$ cat config.mk
export PLATFORM = sky130hd
export DESIGN_NAME = seg7_scan_ctrl
export DESIGN_NICKNAME = d
export VERILOG_FILES = /design/src/rtl/seg7_scan_ctrl.sv
export SDC_FILE = /design/constraint.sdc
export NUM_CORES = 1
export LEC_CHECK = 0
export CAP_MARGIN = 20
export CORE_MARGIN = 10
export CORE_UTILIZATION = 31
export CTS_CLUSTER_SIZE = 28
export DETAILED_ROUTE_END_ITERATION = 6
export GPL_ROUTABILITY_DRIVEN = 0
export PLACE_DENSITY = 0.58
export SLEW_MARGIN = 25
export SYNTH_ARGS = -nofsm -noshare
export SYNTH_HDL_FRONTEND = slang
export SYNTH_SLANG_ARGS = --single-unit
$ cat constraint.sdc
create_clock -name clk -period 1.9 [get_ports clk]
set_input_delay 0.19 -clock clk [delete_from_list [all_inputs] [get_ports clk]]
set_output_delay 0.19 -clock clk [all_outputs]
set_load 0.1 [all_outputs]
$ cat src/rtl/seg7_scan_ctrl.sv
// Scan controller for a 4-digit common-anode 7-segment display.
// Walks a 16-phase scan count (4 phases per digit, anode on in phase 01),
// decodes the addressed nibble to active-low segments, and stages new
// display values so that they are committed only at a frame boundary.
//
// Ports:
//   clk, reset     - system clock, synchronous active-high reset
//   enable         - 1 = scanning, 0 = dark with counters held at 0
//   data_in, load  - value to stage and its request strobe
//   load_ready     - staging register free (registered state decode)
//   load_ack       - one-cycle pulse after a staged value is committed
//   scan_count     - phase counter for the anode selector
//   digit_val      - nibble of the digit addressed by scan_count[3:2]
//   seg            - active-low segments {g,f,e,d,c,b,a}
module seg7_scan_ctrl #(
    parameter int unsigned PRESCALE   = 50000,
    parameter int unsigned PRESCALE_W = 16
) (
    input  logic        clk,
    input  logic        reset,
    input  logic        enable,
    input  logic [15:0] data_in,
    input  logic        load,
    output logic        load_ready,
    output logic        load_ack,
    output logic [3:0]  scan_count,
    output logic [3:0]  digit_val,
    output logic [6:0]  seg
);

    localparam int unsigned DATA_W = 16;
    localparam int unsigned CNT_W  = 4;
    localparam int unsigned NIB_W  = 4;
    localparam int unsigned SEG_W  = 7;
    localparam logic [SEG_W-1:0]      SEG_BLANK = 7'h7F;
    localparam logic [PRESCALE_W-1:0] PRE_LAST  = PRESCALE_W'(PRESCALE - 1);
    localparam logic [CNT_W-1:0]      CNT_LAST  = 4'hF;

    typedef enum logic {
        ST_IDLE    = 1'b0,
        ST_PENDING = 1'b1
    } state_e;

    state_e                  state_q,      state_d;
    logic [PRESCALE_W-1:0]   presc_q,      presc_d;
    logic [CNT_W-1:0]        scan_q,       scan_d;
    logic [DATA_W-1:0]       staging_q,    staging_d;
    logic [DATA_W-1:0]       display_q,    display_d;
    logic                    load_ready_q, load_ready_d;
    logic                    load_ack_q,   load_ack_d;

    logic                    tick_c;
    logic                    frame_c;
    logic [NIB_W-1:0]        nibble_c;
    logic [SEG_W-1:0]        seg_c;

    // Prescaler and scan counter; both forced to 0 while disabled.
    always_comb begin
        tick_c  = enable && (presc_q == PRE_LAST);
        frame_c = tick_c && (scan_q == CNT_LAST);
        presc_d = presc_q;
        scan_d  = scan_q;
        if (!enable) begin
            presc_d = '0;
            scan_d  = '0;
        end else if (tick_c) begin
            presc_d = '0;
            scan_d  = scan_q + CNT_W'(1);
        end else begin
            presc_d = presc_q + PRESCALE_W'(1);
        end
    end

    // Load FSM: stage in IDLE, commit at the frame boundary in PENDING.
    always_comb begin
        state_d    = state_q;
        staging_d  = staging_q;
        display_d  = display_q;
        load_ack_d = 1'b0;
        unique case (state_q)
            ST_IDLE: begin
                if (load) begin
                    staging_d = data_in;
                    state_d   = ST_PENDING;
                end
            end
            ST_PENDING: begin
                if (frame_c) begin
                    display_d  = staging_q;
                    load_ack_d = 1'b1;
                    state_d    = ST_IDLE;
                end
            end
            default: state_d = ST_IDLE;
        endcase
        load_ready_d = (state_d == ST_IDLE);
    end

    // State registers.
    always_ff @(posedge clk) begin
        if (reset) begin
            state_q      <= ST_IDLE;
            presc_q      <= '0;
            scan_q       <= '0;
            staging_q    <= '0;
            display_q    <= '0;
            load_ready_q <= 1'b1;
            load_ack_q   <= 1'b0;
        end else begin
            state_q      <= state_d;
            presc_q      <= presc_d;
            scan_q       <= scan_d;
            staging_q    <= staging_d;
            display_q    <= display_d;
            load_ready_q <= load_ready_d;
            load_ack_q   <= load_ack_d;
        end
    end

    // Digit 0 is the most significant nibble.
    always_comb begin
        nibble_c = '0;
        unique case (scan_q[3:2])
            2'd0:    nibble_c = display_q[15:12];
            2'd1:    nibble_c = display_q[11:8];
            2'd2:    nibble_c = display_q[7:4];
            2'd3:    nibble_c = display_q[3:0];
            default: nibble_c = '0;
        endcase
    end

    // Hex to active-low segments; lit only in the anode-on phase.
    always_comb begin
        seg_c = SEG_BLANK;
        if (enable && (scan_q[1:0] == 2'b01)) begin
            unique case (nibble_c)
                4'h0: seg_c = 7'h40;
                4'h1: seg_c = 7'h79;
                4'h2: seg_c = 7'h24;
                4'h3: seg_c = 7'h30;
                4'h4: seg_c = 7'h19;
                4'h5: seg_c = 7'h12;
                4'h6: seg_c = 7'h02;
                4'h7: seg_c = 7'h78;
                4'h8: seg_c = 7'h00;
                4'h9: seg_c = 7'h10;
                4'hA: seg_c = 7'h08;
                4'hB: seg_c = 7'h03;
                4'hC: seg_c = 7'h46;
                4'hD: seg_c = 7'h21;
                4'hE: seg_c = 7'h06;
                4'hF: seg_c = 7'h0E;
                default: seg_c = SEG_BLANK;
            endcase
        end
    end

    assign load_ready = load_ready_q;
    assign load_ack   = load_ack_q;
    assign scan_count = scan_q;
    assign digit_val  = nibble_c;
    assign seg        = seg_c;

endmodule

==> results of run 1 <==
what timing repair did:
item / CTS / global route
setup endpoints to repair: 8 / 29
resized for setup: 10 / 4
pin swaps: 6 / 2
buffers inserted: 2 / 1
placed cells by master (no fill, tap or decap), drive strengths merged:
master and n:
dfxtp 55, buf 51, nand2 45, nand2b 34, a21oi 24, clkdlybuf4s50 19
mux2i 18, nor2 17, nand3 8, inv 8, xnor2 7, clkbuf 7
o21ai 7, ha 6, mux4 5, nor4 5, nor3 5, nand4 5
or3 5, nor2b 4, xor2 4, nand3b 3, o31ai 3, or4 3
and2 3, a221o 2, nor4b 2, o211ai 1, a22oi 1, nor3b 1
o221ai 1, and3 1, or2 1, and3b 1, a31oi 1, a41o 1
a311oi 1, bufinv 1
how the worst min path moves through the flow:
stage,slack [ns],end
2_1_floorplan,0.33,staging_q[0]
3_3_place_gp,0.45,staging_q[3]
3_5_place_dp,0.45,staging_q[5]
4_1_cts,0.42,staging_q[4]
5_1_grt,0.42,staging_q[1]
6_report,0.43,staging_q[6]
cell type report:
class / count / share of cell area
Sequential cell: 55 / 0.296
Multi-Input combinational cell: 225 / 0.428
Inverter: 8 / 0.00801
Clock inverter: 1 / 0.00801
Timing Repair Buffer: 70 / 0.203
Tap cell: 108 / 0.0361
Clock buffer: 7 / 0.0204
per-layer routing:
| metal | GRT usage | vias up | part of all wire |
|---|---|---|---|
| met5 | 0 | - | 0 |
| met4 | 0.0330 | 0 | 0.015 |
| met3 | 0.0199 | 7 | 0.048 |
| met2 | 0.137 | 46 | 0.43 |
| met1 | 0.123 | 1000 | 0.51 |
| li1 | - | 1171 | - |
sequential cells by signal, indices dropped and copies added, names as in the netlist:
signal      flops
scan_count      4
display_q      16
presc_q        16
load_ready      1
load_ack        1
state_q         1
staging_q      16
critical path, stage by stage, from the launching register on:
cell and delay [ns]:
dfxtp_4 0.40, buf_4 0.12, mux4_2 0.59, and2_4 0.20, buf_4 0.15, o21ai_2 0.18
nand2_4 0.07, buf_12 0.16
logic make-up (layout without fill, tap and decap cells):
family | count (synthesis) | count (layout) | share of synthesized area
muxes | 23 | 23 | 0.108
and+or+nand+nor | 143 | 143 | 0.287
adders and majority gates | 6 | 6 | 0.0277
DFF | 55 | 55 | 0.406
AOI/OAI and AO/OA | 42 | 42 | 0.0923
xor gates and xnor gates | 11 | 11 | 0.0355
buffers and inverters | 25 | 86 | 0.0438
where the power goes:
part / leakage [nW] / switching, mW / total (mW) / internal [mW]
Clock: 0.0524 / 0.364 / 0.759 / 0.395
Combinational: 0.801 / 0.0724 / 0.151 / 0.0789
Sequential: 0.449 / 0.0134 / 1.19 / 1.17
Total: 1.30 / 0.450 / 2.10 / 1.65
through the flow:
step                      std cells  setup slack, ns  utilization  power (mW)
after floorplan                 305            -1.55            -        1.29
after global placement          463           -0.148        0.411        1.36
after detailed placement        463           -0.176        0.411        1.37
after CTS                       473           -0.518        0.430        2.13
after global routing            474           -0.583        0.434        2.20
final                           474           -0.484        0.434        2.10
==> flow_summary.yaml, run 1 <==
status:
  outcome: "finished with violations"
  violations: "negative setup slack"
drt:
  drt_wl_total_um: 5960
  drc: 0
  wire_per_inst_um: 12.6
  ant_nets: 0
  vias_per_cell: 4.69
  num_vias: 2224
  first_pass_iters: 4
  drtIter0Drc: 97
die:
  dieArea_um2: 12900
  chipWidth_um: 114
  io_pins: 37
  initial_core_util: 0.314
  coreArea_um2: 8640
  core.rowCount: 34
  die-height_um: 114
finish:
  drive_gt1_frac: 0.243
  fin_nets: 391
  fin_area_um2: 3750
  seq_area_um2: 1110
  diodes: 0
  area_growth_pct: 38.2
  multi_input_area_um2: 1610
  fillCellCount: 831
critical_path:
  setup.worst_path.start: "scan_count[2]"
  end_kind: "primary output"
  crit_path_start_kind: "flip-flop"
  cp-endpoint: "seg[2]"
  r2r-end: "scan_count[3]"
  worst-path-max-fanout: 8
  worstReg2RegStart: "presc_q[4]"
  required_ns: 1.71
  arrival_ns: 2.19
  r2r_cells: 4
  rrSetupSlack_ns: 0.14
  worstSetupPathType: "reg2out"
sta:
  slew_headroom: 0.604
  rsz0062_at_grt: "yes"
  holdWs_ns: 0.426
  skew_ns: 0.0136
  setup_viol: 9
  slew_viol_final: 0
  tns_ns: -3.24
  hold_violations: 0
  period_needed_ns: 2.38
  period_share: 1.25
  finalWorstSetupSlack_ns: -0.484
  fmax_ghz: 0.420
  tightest_slew_ns: 0.594
logic_synthesis:
  syn_nets: 331
  synth.area.top_cells: "dfxtp_1 (41%), nand2b_1 (7.8%), mux2i_1 (6.6%)"
  synthTopCellsByCount: "dfxtp_1 (55), nand2_1 (45), nand2b_1 (34), a21oi_1 (24), mux2i_1 (18)"
  synth_seq_cells: 55
  synth_top_flop_cell: "dfxtp_1"
  synth_largest_area_cell: "dfxtp_1"
  async_flop_share: 0
  syn-cell-area_um2: 2710
  synth.distinct_cells: 45
  synth_top_area_share: 0.406
  syn_area_per_cell_um2: 8.89
  synth_edf_count: 0
  synth_most_common_cell: "dfxtp_1"
  yosys_warnings: 0
  postSynthCellCount: 305
  seq_area_frac_synth: 0.406
clock_network:
  cts_made_buffers: 5
  holdBufCountCts: 0
  cts.clk_slew.worst_paths_ns: 0.09
  cts_tree: "yes"
  numClockSinks: 55
  root_buffer: "clkbuf_8"
  clock_path_buffers: 2
  htreeDepth: 2
  clk_latency_ns: 0.31
grt:
  antenna_found_initial: 0
  track_usage: 0.0907
  grt_pass1_vias: 2138
  grt_max_degree: 52
  grt_overflow: 0
  grt_pass1_wl_um: 10000
hold_path:
  worstHoldPathCells: 3
  hp-start: "data_in[6]"
  hold_class: "in2reg"
run:
  cap_viol_max_count: 0
power_and_ir_drop:
  peakVddDrop_mv: 0.269
  leakage_nw: 1.30
  power_density_nw_per_um2: 560
placed_design:
  numPortBuffers: 36
  placed_cell_area_um2: 3550
  dp_hpwl_um: 4520
Power figures use the tool's default switching activity.
==> run 2: changes to the inputs <==
--- a/config.mk
+++ b/config.mk
@@ -6,11 +6,13 @@
 export NUM_CORES = 1
 export LEC_CHECK = 0
 export CAP_MARGIN = 20
-export CORE_MARGIN = 10
+export CORE_ASPECT_RATIO = 0.5
+export CORE_MARGIN = 2
 export CORE_UTILIZATION = 31
 export CTS_CLUSTER_SIZE = 28
 export DETAILED_ROUTE_END_ITERATION = 6
 export GPL_ROUTABILITY_DRIVEN = 0
+export MAX_ROUTING_LAYER = met4
 export PLACE_DENSITY = 0.58
 export SLEW_MARGIN = 25
 export SYNTH_ARGS = -nofsm -noshare
==> run 2 against run 1 <==
Compared with the run above:
- register-to-register slack worse by 0.02 ns
- critical endpoint is now seg[5]
- global-route usage is 4.6 points higher
- largest power group unchanged
- worst setup slack better by 0.049 ns
- sequential share of layout area fell by 0.10 points
- total power increased by 11%
- highest routed layer unchanged
- the flow still finishes with violations (negative setup slack)
- clock skew shrank 0.010 ns
==> flow_summary.yaml, run 2 (synthesized netlist as in run 1, its figures left out) <==
critical_path:
  end_kind: "primary output"
  worst-path-max-fanout: 5
  worstSetupPathType: "reg2out"
  required_ns: 1.71
  crit_path_start_kind: "flip-flop"
  arrival_ns: 2.14
finish:
  fin_area_um2: 3760
  multi_input_area_um2: 1590
  drive_gt1_frac: 0.255
  post-route-util: 0.438
  area_growth_pct: 38.9
  final_cell_mix: "dfxtp_1 (50), nand2_1 (42), nand2b_1 (34), buf_4 (30), a21oi_1 (23)"
  fin_nets: 386
  fillCellCount: 863
  final_common_cell: "dfxtp_1"
  seq_area_um2: 1110
  diodes: 0
  final_cells: 478
  reg.largest.list: "display_q: 16 flops, presc_q: 16 flops, staging_q: 16 flops"
grt:
  antenna_found_initial: 0
  track_usage: 0.137
  grt_pass1_vias: 2353
  grt_pass1_wl_um: 10400
  grt_max_degree: 52
  grt_overflow: 0
placed_design:
  placed_cell_area_um2: 3510
  dp_hpwl_um: 4510
  dp_cells: 467
  dp_slack_ns: -0.169
  numPortBuffers: 36
power_and_ir_drop:
  total_power_mw: 2.34
  power_density_nw_per_um2: 621
  leakage_nw: 1.32
  peakVddDrop_mv: 0.394
sta:
  period_needed_ns: 2.33
  slew_headroom: 0.608
  slew_viol_final: 0
  period_share: 1.23
  tns_ns: -2.83
  skew_ns: 0.00312
  finalWorstSetupSlack_ns: -0.435
  holdWs_ns: 0.424
  rsz0062_at_grt: "yes"
  fmax_ghz: 0.428
  setup_viol: 10
  tightest_slew_ns: 0.588
  hold_violations: 0
clock_network:
  cts_made_buffers: 5
  cts_tree: "yes"
  clk_latency_ns: 0.29
  root_buffer: "clkbuf_16"
  clock_path_buffers: 2
  numClockSinks: 55
  htreeDepth: 2
  cts.clk_slew.worst_paths_ns: 0.07
drt:
  vias_per_cell: 4.76
  first_pass_iters: 4
  wire_per_inst_um: 12.6
  drtIter0Drc: 120
  num_vias: 2276
  ant_nets: 0
  drt_wl_total_um: 6030
  drc: 0
die:
  die-height_um: 70.1
  coreArea_um2: 8590
  core.rowCount: 24
  dieArea_um2: 9560
  initial_core_util: 0.316
  chipWidth_um: 136
  io_pins: 37
status:
  outcome: "finished with violations"
  violations: "negative setup slack"
run:
  cap_viol_max_count: 0
hold_path:
  hold_class: "reg2reg"
run 2: cell types whose count changed in the layout (fill, tap and decap cells not counted), moves of 2 or more:
cell / before / now
buf_12: 14 / 12
buf_4: 34 / 30
clkbuf_1: 2 / 0
clkbuf_16: 0 / 7
clkbuf_8: 5 / 1
nor2b_1: 4 / 2
nor2b_2: 0 / 2
run 2: worst paths after layout:
path | start | endpoint | slack, ns | cells past startpoint
worst max-delay path | scan_count[2] | seg[5] | -0.43 | 6
worst max register to register | presc_q[7] | display_q[12] | 0.12 | 5
worst min-delay path | presc_q[0] | presc_q[0] | 0.42 | 1
worst min register to register | presc_q[0] | presc_q[0] | 0.42 | 1
run 2: layout make-up:
cell class	instances	share of cell area
tap	117	0.0389
inverter	8	0.00798
sequential	55	0.295
clock inverter	1	0.00133
multi-input combinational	225	0.423
clock buffer	7	0.0435
timing repair buffer	65	0.190
run 2: repair_timing:
item / CTS / global route
hold buffers: 0 / 0
pin swaps: 5 / 3
gates resized for setup: 7 / 10
endpoints found under the setup margin: 8 / 29
setup buffers: 3 / 0
run 2: routing by layer:
layer / GRT usage / vias to the layer above / share of wire
met5: - / - / 0
met4: 0.0440 / 0 / 0.0099
met3: 0.0312 / 7 / 0.020
met2: 0.240 / 15 / 0.52
met1: 0.156 / 1092 / 0.45
li1: - / 1162 / -
run 2: report_power, final:
part / total, mW / switching, mW / leakage (nW) / internal, mW
combinational: 0.147 / 0.0709 / 0.784 / 0.0762
sequential: 1.19 / 0.0134 / 0.449 / 1.17
clock: 1.00 / 0.399 / 0.0850 / 0.602
run 2: worst max-delay path, stage by stage, from the launching register on:
cell and delay, ns:
dfxtp_4 0.39, mux4_2 0.56, ha_4 0.19, mux2i_1 0.13, o21ai_1 0.08, a221o_2 0.33, buf_12 0.17
==> run 3: changes to the inputs <==
--- a/config.mk
+++ b/config.mk
@@ -11,9 +11,10 @@
 export CORE_UTILIZATION = 31
 export CTS_CLUSTER_SIZE = 28
 export DETAILED_ROUTE_END_ITERATION = 6
+export DONT_BUFFER_PORTS = 1
 export GPL_ROUTABILITY_DRIVEN = 0
 export MAX_ROUTING_LAYER = met4
-export PLACE_DENSITY = 0.58
+export PLACE_DENSITY = 0.51
 export SLEW_MARGIN = 25
 export SYNTH_ARGS = -nofsm -noshare
 export SYNTH_HDL_FRONTEND = slang
==> constraint.sdc (replaced) <==
create_clock -name clk -period 2.4 [get_ports clk]
set_input_delay 0.24 -clock clk [delete_from_list [all_inputs] [get_ports clk]]
set_output_delay 0.24 -clock clk [all_outputs]
set_load 0.1 [all_outputs]
==> run 3 against run 2 <==
Compared with the run above:
- the run still ends with negative setup slack left
- combinational power fell by 58%
- clock skew rose by 0.0072 ns
- worst hold slack worse by 0.41 ns
- first-iteration DRC count fell by 23%
==> flow_summary.yaml, run 3 (synthesized netlist as in run 1, its figures left out) <==
sta:
  period_needed_ns: 2.47
  setup_viol: 3
  hold_violations: 0
  finalWorstSetupSlack_ns: -0.0658
  tightest_slew_ns: 0.932
  tns_ns: -0.0709
  slew_headroom: 0.378
  period_share: 1.03
  rsz0062_at_grt: "yes"
  slew_viol_final: 0
  skew_ns: 0.0104
  fmax_ghz: 0.406
critical_path:
  max_stage_delay_ns: 0.58
  required_ns: 2.16
  crit_buf_inv: 1
  end_kind: "primary output"
  worst-path-max-fanout: 5
  crit_path_start_kind: "flip-flop"
  setup.worst_path.start: "scan_count[2]"
  arrival_ns: 2.23
  r2r_cells: 6
  critPathSlowestCell: "mux4_2"
  path_delay_family: "multiplexers"
  worstSetupPathType: "reg2out"
  crit_cells: 6
  cp-endpoint: "seg[5]"
  rrSetupSlack_ns: 0.35
  r2r-end: "display_q[15]"
  worstReg2RegStart: "presc_q[0]"
  path_cells: "mux4_2, ha_4, mux2i_1, o21ai_1, a221o_2, buf_12"
power_and_ir_drop:
  power_density_nw_per_um2: 531
  peakVddDrop_mv: 0.303
  p_switching_mw: 0.379
  clkPwrFrac: 0.432
  seq_power_share: 0.533
  intPower_mw: 1.40
  total_power_mw: 1.78
  swShare: 0.213
  leakage_nw: 1.12
  pwr-share-comb: 0.035
finish:
  fin_nets: 352
  final_common_cell: "dfxtp_1"
  reg.largest.list: "display_q: 16 flops, presc_q: 16 flops, staging_q: 16 flops"
  diodes: 0
  final_cells: 444
  area_growth_pct: 23.7
  final_cell_mix: "dfxtp_1 (53), nand2_1 (43), nand2b_1 (34), a21oi_1 (23), buf_4 (21)"
  post-route-util: 0.390
  fin_area_um2: 3350
  fillCellCount: 860
  drive_gt1_frac: 0.202
die:
  core.rowCount: 24
  io_pins: 37
  initial_core_util: 0.316
  coreArea_um2: 8590
  dieArea_um2: 9560
  chipWidth_um: 136
  die-height_um: 70.1
grt:
  grt_pass1_wl_um: 9910
  antenna_found_initial: 0
  grt_pass1_vias: 2151
  track_usage: 0.134
  grt_max_degree: 54
  grt_overflow: 0
drt:
  num_vias: 2133
  drt_wl_total_um: 5720
  vias_per_cell: 4.80
  wire_per_inst_um: 12.9
  first_pass_iters: 4
  drc: 0
  drtIter0Drc: 92
  ant_nets: 0
clock_network:
  htreeDepth: 2
  cts.clk_slew.worst_paths_ns: 0.07
  cts_tree: "yes"
  clk_latency_ns: 0.30
  clock_path_buffers: 2
  root_buffer: "clkbuf_16"
  numClockSinks: 55
  cts_made_buffers: 5
status:
  outcome: "finished with violations"
  violations: "negative setup slack"
hold_path:
  worstHoldPathCells: 1
  hold_class: "in2reg"
placed_design:
  numPortBuffers: 0
  placed_cell_area_um2: 3060
  dp_hpwl_um: 3950
  dp_cells: 422
run:
  cap_viol_max_count: 0
run 3: worst reg2reg max path, stage by stage, from the launching register on:
cell,delay (ns)
dfxtp_1,0.37
ha_1,0.28
nand3_2,0.14
or3_1,0.52
nor3_4,0.24
buf_12,0.20
mux2i_1,0.22
run 3: area by class of cell:
cell class	instances	area (um^2)	area share
Clock inverter	1	7.51	0.00224
Sequential cell	55	1110	0.331
Inverter	8	35.0	0.0104
Tap cell	117	146	0.0437
Clock buffer	7	153	0.0455
Timing Repair Buffer	31	344	0.103
Multi-Input combinational cell	225	1560	0.465
run 3: how the worst min path moves through the flow:
stage | startpoint | endpoint
global placement | reset | staging_q[3]
floorplan | data_in[0] | staging_q[0]
detailed placement | reset | staging_q[12]
global route | reset | staging_q[8]
CTS | reset | staging_q[12]
finish | reset | staging_q[3]
run 3: power groups by stage:
stage | registers (mW) | logic [mW] | clock network [mW]
global placement | 0.970 | 0.0568 | 0
finish | 0.949 | 0.0617 | 0.770
CTS | 0.949 | 0.0588 | 0.794
floorplan | 0.967 | 0.0566 | 0
detailed placement | 0.970 | 0.0587 | 0
global route | 0.951 | 0.0708 | 0.838
run 3: through the flow:
| step | hold slack, ns | setup slack, ns |
|---|---|---|
| after floorplan | 0.376 | -1.10 |
| after global placement | 0.319 | 0.223 |
| after detailed placement | 0.319 | 0.157 |
| after CTS | 0.00000647 | -0.0748 |
| after global routing | 0.00508 | -0.146 |
| final | 0.0157 | -0.0658 |
run 3: per-layer routing:
metal,part of all wire,global-route usage
met1,0.48,0.161
met2,0.47,0.215
met3,0.026,0.0349
met4,0.015,0.0567
met5,0,-
run 3: what timing repair did:
item	4_1_cts	5_1_grt
hold endpoints to repair	0	6
hold buffers	0	1
pin swaps	3	5
setup buffers	9	4
resized for setup	5	2
endpoints found under the setup margin	3	6
